## config.mk

```make
export PLATFORM = sky130hd
export DESIGN_NAME = baud_select_arbiter
export DESIGN_NICKNAME = d
export VERILOG_FILES = /design/src/rtl/baud_select_arbiter.sv
export SDC_FILE = /design/constraint.sdc
export NUM_CORES = 1
export LEC_CHECK = 0
export ABC_AREA = 1
export CAP_MARGIN = 30
export CORE_ASPECT_RATIO = 0.7
export CORE_UTILIZATION = 50
export DETAILED_ROUTE_END_ITERATION = 10
export GPL_TIMING_DRIVEN = 0
export PLACE_DENSITY_LB_ADDON = 0.1
export SLEW_MARGIN = 10
export SYNTH_ARGS = -nofsm -noshare
export SYNTH_HDL_FRONTEND = slang
export SYNTH_SLANG_ARGS = --single-unit
```

## constraint.sdc

```tcl
create_clock -name clk -period 1.8 [get_ports clk]
set_input_delay 0.45 -clock clk [delete_from_list [all_inputs] [get_ports clk]]
set_output_delay 0.45 -clock clk [all_outputs]
set_load 0.02 [all_outputs]
```

## src/rtl/baud_select_arbiter.sv

```systemverilog
// Shares one baud_select code between TX and RX requesters; a new rate is applied only when both channels are idle.
// Optional DRAIN timeout enabled by defining BAUD_ARB_TIMEOUT_EN (default build: err0/err1 tied low).
`timescale 1ns/1ps
module baud_select_arbiter #(
  parameter int unsigned SETTLE_TICKS   = 16,
  parameter int unsigned TIMEOUT_CYCLES = 1_000_000,
  parameter logic [2:0]  RESET_SEL      = 3'b000
) (
  input  logic       clk,
  input  logic       reset,
  input  logic       req0,
  input  logic [2:0] sel0,
  input  logic       req1,
  input  logic [2:0] sel1,
  input  logic       tx_idle,
  input  logic       rx_idle,
  input  logic       sample_ENABLE,
  output logic [2:0] baud_select,
  output logic       baud_reset,
  output logic       hold,
  output logic       ack0,
  output logic       ack1,
  output logic       err0,
  output logic       err1,
  output logic       busy
);

  // state  | meaning
  // IDLE   | waiting for a request; round-robin grant
  // DRAIN  | hold channels, wait for tx_idle && rx_idle
  // APPLY  | new code loaded, baud generator in reset (one cycle)
  // SETTLE | count SETTLE_TICKS sample_ENABLE pulses
  // DONE   | ack the owner
  // ERR    | DRAIN timed out, err to the owner
  typedef enum logic [2:0] {
    IDLE   = 3'd0,
    DRAIN  = 3'd1,
    APPLY  = 3'd2,
    SETTLE = 3'd3,
    DONE   = 3'd4,
    ERR    = 3'd5
  } state_t;

  localparam logic [7:0] SETTLE_LAST = 8'(SETTLE_TICKS - 1);

  if (SETTLE_TICKS < 1 || SETTLE_TICKS > 255 || TIMEOUT_CYCLES < 1) begin : g_param_check
    $error("baud_select_arbiter: SETTLE_TICKS must be 1..255 and TIMEOUT_CYCLES >= 1");
  end

  state_t     state, state_nxt;
  logic       owner, owner_nxt;
  logic       last_grant, last_grant_nxt;
  logic [2:0] sel_lat, sel_lat_nxt;
  logic [7:0] settle_cnt, settle_cnt_nxt;
  logic [2:0] baud_select_nxt;
  logic       baud_reset_nxt;
  logic       hold_nxt;
  logic       ack0_nxt, ack1_nxt;
  logic       busy_nxt;
  logic       grant1;
  logic [2:0] grant_sel;
  logic       tmo_expired;

`ifdef BAUD_ARB_TIMEOUT_EN
  localparam int unsigned      TMO_W    = $clog2(TIMEOUT_CYCLES + 1);
  localparam logic [TMO_W-1:0] TMO_LOAD = TMO_W'(TIMEOUT_CYCLES - 1);

  logic [TMO_W-1:0] tmo_cnt;

  // Reloaded whenever we are outside DRAIN, so it reads zero in the last allowed DRAIN cycle.
  always_ff @(posedge clk) begin
    if (!reset) begin
      tmo_cnt <= TMO_LOAD;
    end else if (state != DRAIN) begin
      tmo_cnt <= TMO_LOAD;
    end else if (tmo_cnt != '0) begin
      tmo_cnt <= tmo_cnt - 1'b1;
    end
  end

  assign tmo_expired = (tmo_cnt == '0);

  always_ff @(posedge clk) begin
    if (!reset) begin
      err0 <= 1'b0;
      err1 <= 1'b0;
    end else begin
      err0 <= (state_nxt == ERR) & ~owner;
      err1 <= (state_nxt == ERR) & owner;
    end
  end
`else
  assign tmo_expired = 1'b0;
  assign err0        = 1'b0;
  assign err1        = 1'b0;
`endif

  always_comb begin
    state_nxt       = state;
    owner_nxt       = owner;
    last_grant_nxt  = last_grant;
    sel_lat_nxt     = sel_lat;
    settle_cnt_nxt  = settle_cnt;
    baud_select_nxt = baud_select;
    baud_reset_nxt  = 1'b0;
    hold_nxt        = 1'b0;
    // last_grant=1 means requester 1 was served last, so requester 0 wins a tie
    grant1          = req1 & (~req0 | ~last_grant);
    grant_sel       = grant1 ? sel1 : sel0;

    case (state)
      IDLE: begin
        if (req0 | req1) begin
          owner_nxt      = grant1;
          last_grant_nxt = grant1;
          sel_lat_nxt    = grant_sel;
          if (grant_sel == baud_select) begin
            state_nxt = DONE;
          end else begin
            state_nxt = DRAIN;
            hold_nxt  = 1'b1;
          end
        end
      end
      DRAIN: begin
        hold_nxt = 1'b1;
        if (tx_idle && rx_idle) begin
          state_nxt       = APPLY;
          baud_select_nxt = sel_lat;
          baud_reset_nxt  = 1'b1;
        end else if (tmo_expired) begin
          state_nxt = ERR;
        end
      end
      APPLY: begin
        state_nxt      = SETTLE;
        settle_cnt_nxt = '0;
        hold_nxt       = 1'b1;
      end
      SETTLE: begin
        hold_nxt = 1'b1;
        if (sample_ENABLE) begin
          if (settle_cnt == SETTLE_LAST) begin
            state_nxt = DONE;
          end else begin
            settle_cnt_nxt = settle_cnt + 8'd1;
          end
        end
      end
      DONE:    state_nxt = IDLE;
      ERR:     state_nxt = IDLE;
      default: state_nxt = IDLE;
    endcase

    ack0_nxt = (state_nxt == DONE) & ~owner_nxt;
    ack1_nxt = (state_nxt == DONE) & owner_nxt;
    busy_nxt = (state_nxt != IDLE);
  end

  always_ff @(posedge clk) begin
    if (!reset) begin
      state       <= IDLE;
      owner       <= 1'b0;
      last_grant  <= 1'b1;
      sel_lat     <= RESET_SEL;
      settle_cnt  <= '0;
      baud_select <= RESET_SEL;
      baud_reset  <= 1'b1;
      hold        <= 1'b0;
      ack0        <= 1'b0;
      ack1        <= 1'b0;
      busy        <= 1'b0;
    end else begin
      state       <= state_nxt;
      owner       <= owner_nxt;
      last_grant  <= last_grant_nxt;
      sel_lat     <= sel_lat_nxt;
      settle_cnt  <= settle_cnt_nxt;
      baud_select <= baud_select_nxt;
      baud_reset  <= baud_reset_nxt;
      hold        <= hold_nxt;
      ack0        <= ack0_nxt;
      ack1        <= ack1_nxt;
      busy        <= busy_nxt;
    end
  end

endmodule

```

## After elaboration in Yosys (flattened, before gate mapping)

Cells that the tools add are included.

| operators by class | value |
|---|---|
| eq/ne operators | 8 |
| mux-type cells | 17 |
| bitwise gates (word level) | 8 |
| reductions and logical operators | 8 |
| add/sub/neg operators | 1 |

Operators by type and width:

| operator | number |
|---|---|
| $mux W3 | 6 |
| $mux W8 | 2 |
| $pmux W8 S2 | 1 |
| $pmux W3 S4 | 1 |
| $add A8 B1 Y8 const B | 1 |
| $eq A8 B4 Y1 const B | 1 |
| $eq A3 B2 Y1 const B | 2 |
| $mux W1 | 6 |
| $ne A2 B2 Y1 const B | 2 |
| $reduce_and A2 Y1 | 2 |
| $and A1 B1 Y1 | 3 |
| $eq A3 B1 Y1 const B | 1 |
| $eq A3 B3 Y1 | 1 |
| $eq A3 B3 Y1 const B | 1 |
| $logic_not A3 Y1 | 1 |
| $not A1 Y1 | 3 |
| $reduce_and A3 Y1 | 1 |
| $reduce_bool A3 Y1 | 1 |
| $reduce_or A3 Y1 | 1 |
| $or A1 B1 Y1 | 2 |
| $pmux W1 S2 | 1 |
| $reduce_bool A2 Y1 | 1 |
| $logic_and A1 B1 Y1 | 1 |

| storage, ports and cells | value |
|---|---|
| output and inout bits | 10 |
| input bits | 13 |
| word-level logic and storage cells | 53 |
| register bits | 24 |

## Logic depth before layout (Yosys ltp)

| logic depth | value |
|---|---|
| word-level depth | 10 |
| depth in mapped cells | 11 |
| gate-level depth less buffers | 11 |

## Worst setup path after synthesis

OpenSTA, ideal clock, no wires.

| timing path | value |
|---|---|
| path kind | input-to-reg |
| start | input port req0 |
| end | register busy |
| stages | 11 |
| arrival time | 1.217 ns |
| buffers on the path | 0 |
| data required time | 1.679 ns |
| slack | 0.463 ns |
| setup time | 0.121 ns |
| path through | nand2_1 nand2_2 nand2_1 nand2_1 nand2_1 nand2_1 nand3_1 nand2_1 nand2_1 nand2_1 nand3_1 |

| on the way | value |
|---|---|
| word-level cells in the longest chain between the ends | 9 |
| elaborated cells on any way between the ends | 10 |
| those cells by class | 1 x eq/ne; 4 x mux; 4 x bitwise; 1 x reduce/logical |

RTL lines:

| element | line | RTL |
|---|---|---|
| start, declared | 11 | `input logic req0,` |
| $not A1 Y1 | 108 | `grant1 = req1 & (~req0 \| ~last_grant);` |
| $or A1 B1 Y1 | 108 |  |
| $and A1 B1 Y1 | 108 |  |
| $mux W3 | 109 | `grant_sel = grant1 ? sel1 : sel0;` |
| $eq A3 B3 Y1 | 117 | `if (grant_sel == baud_select) begin` |
| $mux W3 | 117 |  |
| $mux W3 * | 113 | `if (req0 \| req1) begin` |
| $pmux W3 S4 * | 111 | `case (state)` |
| $reduce_bool A3 Y1 * | 157 | `busy_nxt = (state_nxt != IDLE);` |
| end signal, assigned | 184 | `busy <= busy_nxt;` |
| end, declared | 25 | `output logic busy` |

Mark *: on every way between the ends. The rest lies on a longest branch, timed or not.
A chain may end at the register's enable or synchronous reset.

## Final worst setup path

| timing path | value |
|---|---|
| start | register baud_reset |
| end | output port baud_reset |

RTL lines:

| element | line | RTL |
|---|---|---|
| start, declared | 19 | `output logic baud_reset,` |
| start signal, assigned | 180 | `baud_reset <= baud_reset_nxt;` |

No word-level cell between the ends.

==> flow_metrics.py <==
metrics = {
    "run_status": {
        "status": "finished clean",
    },
    "grt": {
        "grt_max_degree": 14,
        "grt_pass1_wl_um": 4740,
        "first_global_vias": 1098,
        "antenna_found_initial": 0,
        "grt_usage": 0.243,
        "gr-total-overflow": 0,
    },
    "clock_tree": {
        "clockRootBuffer": "clkbuf_4",
        "numCtsBuffers": 3,
        "cts_hold_buf": 0,
        "clk_latency_ns": 0.31,
        "clock_sinks": 24,
        "cts_buffer_depth": 2,
        "clkTransAtPathRegs_ns": 0.13,
        "htreeDepth": 1,
        "cts_tree": "built",
    },
    "power": {
        "combPwrFrac": 0.301,
        "pwr-share-clk": 0.216,
        "swShare": 0.334,
        "seqPwrFrac": 0.484,
        "p_switching_mw": 0.435,
        "total_leakage_power_nw": 0.719,
        "ir_drop_mv": 0.552,
        "total_power_mw": 1.31,
        "p_per_area_nw_per_um2": 855,
        "intPower_mw": 0.870,
    },
    "place": {
        "place.gp.congestion": 0.856,
        "io_buffers": 20,
        "hpwl_um": 2150,
        "dp_cells": 231,
    },
    "yosys": {
        "ys_types": 28,
        "synth.largest_area_cell": "dfxtp_1",
        "synth-seq-cells": 24,
        "yosys_warnings": 0,
        "synth.avg_cell_area_um2": 6.89,
        "synth_area_um2": 1230,
        "synth.top_cell.area_share": 0.392,
        "synth_area_leaders": "dfxtp_1 39%, nand2_1 13%, nand3_1 6.9%, inv_1 6.4%, a21oi_1 6.1%",
        "netlist_instances": 178,
        "seq_area_frac_synth": 0.392,
    },
    "detailed_routing": {
        "detail_route.wl_per_cell_um": 12.0,
        "wl_um": 2840,
        "drcViolationCount": 0,
        "drtIter0Drc": 60,
        "ant_nets": 0,
        "vias_per_cell": 5.14,
        "first_pass_iters": 4,
        "dr_total_vias": 1213,
    },
    "floorplan": {
        "rows": 14,
        "start_util": 0.551,
        "core_area_um2": 2220,
        "dieArea_um2": 2660,
        "die_y_um": 43.4,
        "die_w_um": 61.2,
        "io-pin-count": 23,
    },
    "run": {
        "drv_cap": 0,
    },
    "timing": {
        "hold_viol": 0,
        "finClkSkew_ns": 0.0112,
        "clock.fmax_mhz": 589,
        "whs_ns": 0.485,
        "rsz0062_at_grt": "no",
        "post-route-period-util": 0.943,
        "setup_violations": 0,
        "drv_slew": 0,
        "post-route-min-period_ns": 1.70,
    },
    "cells_and_area": {
        "drive_above_1_share": 0.108,
        "diodes": 0,
        "synthToLayoutAreaGrowth_pct": 24.5,
        "fin_cells": 236,
        "nNetsFinal": 219,
    },
    "critical_path": {
        "endpoint_kind": "output port",
        "arrival_ns": 1.25,
        "crit_chain": "clkdlybuf4s50_1",
        "max_stage_delay_ns": 0.60,
        "path_max_fanout": 1,
        "critPathSlowestCell": "clkdlybuf4s50_1",
        "crit_buf_inv": 1,
        "critical_path.top_delay_family": "buffers and inverters",
        "required_ns": 1.35,
        "worstSetupPathType": "reg2out",
        "startpoint_type": "flop",
    },
    "min_path": {
        "hold_class": "reg2reg",
    },
}
cell usage in the layout, fill, tap and decap left out, types with 2 or more instances in the layout:
| cell type | Yosys | final |
|---|---|---|
| nand2_4 | 2 | 2 |
| nor2_1 | 14 | 14 |
| a21oi_1 | 15 | 15 |
| dlymetal6s2s_1 | 0 | 4 |
| nand3_1 | 17 | 17 |
| nand2_1 | 42 | 41 |
| inv_2 | 3 | 3 |
| xor2_1 | 4 | 4 |
| clkbuf_1 | 2 | 2 |
| o21ai_0 | 7 | 7 |
| a31oi_1 | 3 | 3 |
| nand4_1 | 2 | 2 |
| nor3_1 | 5 | 5 |
| nand2_2 | 2 | 3 |
| clkbuf_4 | 0 | 3 |
| conb_1 | 1 | 2 |
| nor2_4 | 2 | 2 |
| clkdlybuf4s50_1 | 0 | 16 |
| dfxtp_1 | 24 | 24 |
| buf_4 | 2 | 3 |
| inv_1 | 21 | 21 |
metal layers:
layer  track usage  vias up  part of all wire
met5             0        -                 0
met4        0.0455        0            0.0035
met3        0.0716        2             0.051
met2         0.398       33              0.46
met1         0.321      558              0.48
li1              -      620                 -
sequential cells by signal, indices dropped and copies added (netlist names):
signal,flops
baud_select,3
baud_reset,1
busy,1
ack0,1
ack1,1
settle_cnt,8
last_grant,1
sel_lat,3
hold,1
owner,1
state,3
worst register-to-register path, stage by stage (launching register included):
cell,delay [ns]
dfxtp_1,0.40
ha_1,0.19
nand2_1,0.12
clkinv_1,0.08
nand2_1,0.07
o21ai_2,0.17
nand2_2,0.10
nand2_4,0.14
inv_4,0.07
nand3_1,0.07
a21oi_1,0.06
cells in the mapped netlist (all sizes together):
library cell and instances:
nor2 16, nand3 18, nand2 46, a31oi 3, o21ai 9, ha 1, nor3b 1, xor2 4
inv 25, or2 2, nand4 2, a21oi 15, nor3 5, clkinv 2, dfxtp 24, buf 2
conb 1, clkbuf 2
metrics by stage:
| step | TNS (ns) | worst slack [ns] | instance area (um^2) | utilization |
|---|---|---|---|---|
| floorplan | 0 | 0.463 | 1230 | - |
| global placement | -0.820 | -0.201 | 1470 | 0.661 |
| detailed placement | -1.08 | -0.234 | 1470 | 0.661 |
| CTS | 0 | 0.0293 | 1510 | 0.677 |
| global route | 0 | 0.00218 | 1530 | 0.686 |
| finish | 0 | 0.103 | 1530 | 0.686 |
path summary, 6_finish.rpt:
check,start,slack (ns),endpoint,cells past startpoint
max,baud_reset,0.10,baud_reset,1
min,settle_cnt[6],0.49,settle_cnt[6],2
max reg2reg,settle_cnt[1],0.21,settle_cnt[6],10
min reg2reg,settle_cnt[6],0.49,settle_cnt[6],2
cell families after synthesis:
kind of cell	synth area share
simple gates	0.343
buf+inv	0.107
compound gates	0.116
flops	0.392
xor+xnor	0.0286
fa+ha+maj	0.0102
other cells	0.00306
cell type report:
class                   instances  area, um^2
multi-input cells             124         621
well taps                      32        40.0
repair buffers                 21         218
flip-flops and latches         24         480
clock buffers                   4        36.3
fillers                       218         698
inverters                      27         109
plain buffers                   4        22.5
power by group through the flow:
stage                     sequential, mW  clock [mW]  combinational (mW)
after global routing               0.639       0.315               0.431
final                              0.631       0.281               0.393
after global placement             0.638           0               0.371
after floorplan                    0.667           0               0.221
after CTS                          0.630       0.293               0.389
after detailed placement           0.642           0               0.383
repair_timing:
| action | CTS | global route |
|---|---|---|
| buffers inserted | 0 | 1 |
| endpoints found under the setup margin | 0 | 5 |
| resized for setup | 0 | 5 |
Power figures use the tool's default switching activity.
